--- config.mk ---
export PLATFORM = sky130hd
export DESIGN_NAME = score_bcd_counter
export DESIGN_NICKNAME = d
export VERILOG_FILES = /design/src/rtl/score_bcd_counter.sv
export SDC_FILE = /design/constraint.sdc
export NUM_CORES = 1
export LEC_CHECK = 0
export CORE_AREA = 10 10 109 111
export DETAILED_ROUTE_END_ITERATION = 16
export DIE_AREA = 0 0 119 121
export PLACE_DENSITY = 0.52
export SLEW_MARGIN = 30
export SYNTH_ARGS = -nofsm -noshare
export SYNTH_HDL_FRONTEND = slang
export SYNTH_SLANG_ARGS = --single-unit
--- constraint.sdc ---
create_clock -name clock -period 17.3 [get_ports clock]
set_input_delay 3.46 -clock clock [delete_from_list [all_inputs] [get_ports clock]]
set_output_delay 3.46 -clock clock [all_outputs]
set_load 0.05 [all_outputs]
--- src/rtl/score_bcd_counter.sv ---
// score_bcd_counter
//
// Keeps the running game score and the session high score as packed BCD
// digits. Each 4-bit nibble feeds one 7-segment decoder, so no nibble ever
// holds a value above 9.
//
// Ports:
//   clock      system clock, all state changes on the rising edge
//   reset      synchronous active-high clear of all state
//   clear      pulse, zero the running score (new game)
//   add_en     pulse, add add_val to the running score
//   add_val    points to add, binary 0..9 (10..15 is rejected)
//   game_over  pulse, commit the score to the high score if it is greater
//   show_high  level, selects the high score onto disp_bcd
//   score_bcd  running score, packed BCD, digit 0 in bits [3:0]
//   high_bcd   session high score, packed BCD
//   disp_bcd   show_high ? high_bcd : score_bcd
//   saturated  score is pinned at all-9s
//   new_high   one-cycle pulse, the last game_over raised the high score
//   bad_add    one-cycle pulse, add_en arrived with add_val above 9
module score_bcd_counter #(
    parameter int DIGITS = 4
) (
    input  logic                  clock,
    input  logic                  reset,
    input  logic                  clear,
    input  logic                  add_en,
    input  logic [3:0]            add_val,
    input  logic                  game_over,
    input  logic                  show_high,
    output logic [4*DIGITS-1:0]   score_bcd,
    output logic [4*DIGITS-1:0]   high_bcd,
    output logic [4*DIGITS-1:0]   disp_bcd,
    output logic                  saturated,
    output logic                  new_high,
    output logic                  bad_add
);

    localparam int W = 4 * DIGITS;
    localparam logic [W-1:0] ALL_NINES = {DIGITS{4'h9}};

    logic [W-1:0] score_q, score_d;
    logic [W-1:0] high_q, high_d;
    logic         saturated_q, saturated_d;
    logic         new_high_q, new_high_d;
    logic         bad_add_q, bad_add_d;

    logic [W-1:0] sum_bcd;
    logic         sum_carry;
    logic         add_valid;

    // Decimal adder: add_val enters on digit 0 and the carry ripples through
    // every digit in the same cycle. A carry out of the top digit means the
    // result no longer fits and the score must saturate instead of wrapping.
    // Worst case per digit is 9 + 9 + 1 = 19, so five bits are enough.
    always_comb begin
        logic [4:0] digit_sum;
        logic       carry;
        carry     = 1'b0;
        digit_sum = 5'd0;
        sum_bcd   = '0;
        for (int i = 0; i < DIGITS; i++) begin
            digit_sum = {1'b0, score_q[4*i +: 4]} + {4'b0000, carry}
                      + ((i == 0) ? {1'b0, add_val} : 5'd0);
            if (digit_sum > 5'd9) begin
                sum_bcd[4*i +: 4] = 4'(digit_sum - 5'd10);
                carry             = 1'b1;
            end else begin
                sum_bcd[4*i +: 4] = digit_sum[3:0];
                carry             = 1'b0;
            end
        end
        sum_carry = carry;
    end

    // Next-state for score, high score and the flags. Clear beats add, but an
    // out-of-range add_val is still reported even when clear swallows the add.
    // The high-score commit always looks at the registered score, so an add
    // or clear in the same cycle does not disturb it. Packed BCD of equal
    // width orders the same way as binary, so a plain compare is enough.
    always_comb begin
        score_d    = score_q;
        high_d     = high_q;
        new_high_d = 1'b0;
        add_valid  = add_en && (add_val <= 4'd9);
        bad_add_d  = add_en && (add_val > 4'd9);

        if (clear) begin
            score_d = '0;
        end else if (add_valid && !saturated_q) begin
            score_d = sum_carry ? ALL_NINES : sum_bcd;
        end

        saturated_d = (score_d == ALL_NINES);

        if (game_over && (score_q > high_q)) begin
            high_d     = score_q;
            new_high_d = 1'b1;
        end
    end

    // State registers; reset overrides every pending pulse.
    always_ff @(posedge clock) begin
        if (reset) begin
            score_q     <= '0;
            high_q      <= '0;
            saturated_q <= 1'b0;
            new_high_q  <= 1'b0;
            bad_add_q   <= 1'b0;
        end else begin
            score_q     <= score_d;
            high_q      <= high_d;
            saturated_q <= saturated_d;
            new_high_q  <= new_high_d;
            bad_add_q   <= bad_add_d;
        end
    end

    // Display mux selects between two registered values, so it only changes
    // when show_high or a register changes.
    assign disp_bcd  = show_high ? high_q : score_q;
    assign score_bcd = score_q;
    assign high_bcd  = high_q;
    assign saturated = saturated_q;
    assign new_high  = new_high_q;
    assign bad_add   = bad_add_q;

endmodule

==> flow_summary.ini <==
[outcome]
status = finished, final reports clean

[power_and_ir_drop]
peakVddDrop_mv = 0.0238
total_power_uw = 198
power_leakage_nw = 1.38
powerDensity_nw_per_um2 = 57.1

[cts]
clk_pin_slew_ps = 80
cts_root_buffer = clkbuf_8
post-cts-setup-buffers = 0
clockBufferDepth = 2
cts_num_sinks = 35
htreeDepth = 2
cts_inserted_buffers = 5
cts_resized = 0
cts_hold_buf = 0
clk_latency_ps = 290
cts_tree = yes

[timing]
post-route-min-period_ps = 9320
fin_skew_ps = 6.67
tightest_slew_ps = 940
fmax_mhz = 107
slew_viol_final = 0
slew_headroom_pct = 37.2
finalHoldViolCount = 0
fin_crit_sh_pct = 53.9
fin_tns_setup_ps = 0
finalSetupViolCount = 0
rsz0062_at_grt = false

[setup_path]
cp_slowest_cell = clkdlybuf4s50_1
crit_top_cell = ha_1
arrival_ps = 9520
crit_path_end_kind = flip-flop
criticalPathCategory = in2reg
crit_fanout = 9
required_ps = 17490
slowest_delay_ps = 460
worstSetupStartpointType = input pin
path_delay_family = adder cells
cp_num_buf_inv = 3

[synthesis]
synth_cell_types = 56
yosysWarnings = 0
synth_edf_count = 0
synthesis.area_um2 = 2660
synthArstFlopShare_pct = 0
ys_seq_area_share_pct = 26.4
synth_top_flop_cell = dfxtp_1
avgSynthCellArea_um2 = 8.32
ys_ff_latch = 35
syn_nets = 359
synthCells = 319

[route]
via_count = 2443
wl_per_cell_um = 15.1
routed_wl_um = 7660
ant_nets = 0
drc = 0
avgViaCountPerCell = 4.83
drt_iter0_drc = 125
drt-pass1-iter-count = 4

[cells_and_area]
n_antenna_cell = 0
fin_cells = 506
fill_cells = 1031
fin_area_um2 = 3460
nets = 412
area_delta_synth_final_pct = 30.2
utilization_pct = 35.9
drive_above_1_share_pct = 8.04

[placed_design]
place_area_um2 = 3360
dp_cells = 498
dpl.hpwl_um = 5890
gp_congestion = 0.826
io_buffers = 60

[floorplanning]
floorplan.initialDensity_pct = 27.5
core_area_um2 = 9640
die-area_um2 = 14400
rows = 36
die_y_um = 121
die_w_um = 119
ios = 61

[global_routing]
antenna_found_initial = 0
grt_pass1_wl_um = 12600
gr-usage-all-layers_pct = 10.5
grt_overflow = 0
grt_pass1_vias = 2442
grt_max_degree = 22

[hold_path]
hold_path.class = reg2reg

[run]
drv_cap = 0
## flip-flops by register name, summed over array words and instances (netlist names)
name       cells
new_high       1
high_bcd      16
score_bcd     16
bad_add        1
saturated      1
## placed cells by master (no fill, tap or decap), types with 5 or more instances in the layout
master,Yosys,layout
ha_1,29,29
mux2_2,11,11
mux2i_1,19,19
a21oi_1,18,18
a211oi_1,5,5
dfxtp_1,35,35
nand2_1,14,14
nor2b_1,7,7
inv_1,26,26
clkbuf_8,0,7
clkdlybuf4s50_1,0,60
nand3_1,7,7
nand4_1,5,5
nor2_1,36,36
nand2b_1,5,5
o21ai_0,16,16
nor3_1,10,10
## cells in the mapped netlist, types with 3 or more instances
cell type,instances,area share [%]
xnor2_1,4,1.3
o21ai_1,4,0.75
nor2_1,36,5.1
a22oi_1,3,0.85
a21oi_1,18,3.4
xor2_1,3,0.99
ha_1,29,14
a31oi_1,4,0.94
inv_1,26,3.7
mux2i_1,19,7.2
dfxtp_1,35,26
nand4_1,5,1.2
a211oi_1,5,1.4
nor3_1,10,1.9
nand3_1,7,1.3
a21o_1,4,1.1
nand2b_1,5,1.2
nor2b_1,7,1.6
buf_2,6,1.1
and2_1,3,0.71
clkbuf_1,8,1.1
o21ai_0,16,3.0
mux2_2,11,4.7
nand2_1,14,2.0
## worst reg2reg max path, cell delays in order (launching register included)
cell and delay (ps):
dfxtp_1 420, ha_1 200, inv_1 50, fa_1 400, xor2_1 280, nand2_1 110, inv_1 70, o21ai_0 90
ha_1 260, ha_1 370, or2_1 260, a21oi_1 140, a211oi_1 70, ha_1 230, ha_1 380, o21ai_0 100
or2_1 240, a2bb2oi_2 280, ha_1 300, ha_1 300, nand2b_1 160, a31oi_1 350, nor3_4 120, nor2_1 390
a32o_1 260, nor2b_1 160, nor3b_2 60
## metrics by stage
step	hold WS, ps	setup WS [ps]
after detailed placement	541	7700
after global placement	527	7860
after CTS	557	8020
after global routing	581	7440
after floorplan	754	8810
final	553	7980
## final timing paths
kind	start	end	slack, ps	cells past startpoint
setup reg to reg	score_bcd[0]	saturated	11150	26
setup / recovery	add_val[0]	saturated	7980	27
hold / removal	high_bcd[8]	high_bcd[8]	550	2
hold reg to reg	high_bcd[8]	high_bcd[8]	550	2
## power breakdown
group          total (mW)  switching (mW)  leakage, nW  internal [mW]
registers          0.0843         0.00234        0.283         0.0820
clock network      0.0682          0.0318       0.0515         0.0364
logic              0.0450          0.0269         1.05         0.0181
## cell families after synthesis
kind of cell               count (synthesis)  share of synthesized area [%]
DFF                                       35                           26.4
adders and majority gates                 30                           14.4
AOI/OAI and AO/OA                         72                           18.0
muxes                                     31                           12.3
and+or+nand+nor                          100                           19.3
xor gates and xnor gates                   7                           2.31
buffers and inverters                     44                           7.40
## routing by layer
metal / track usage (%) / up-vias / routed length [µm]
li1: - / 1236 / -
met1: 12.9 / 1135 / 3510
met2: 17.1 / 61 / 3550
met3: 3.54 / 11 / 452
met4: 3.44 / 0 / 147
met5: 0 / - / 0
## layout make-up
cell class              count  area [µm²]  share of cell area, %
multi-input cells         240        1770                   51.2
flip-flops and latches     35         701                   20.3
repair buffers             62         616                   17.8
well taps                 133         166                   4.81
inverters                  28         105                   3.04
clock buffers               8         100                   2.90
No activity file was read; power rests on OpenSTA's default activity.
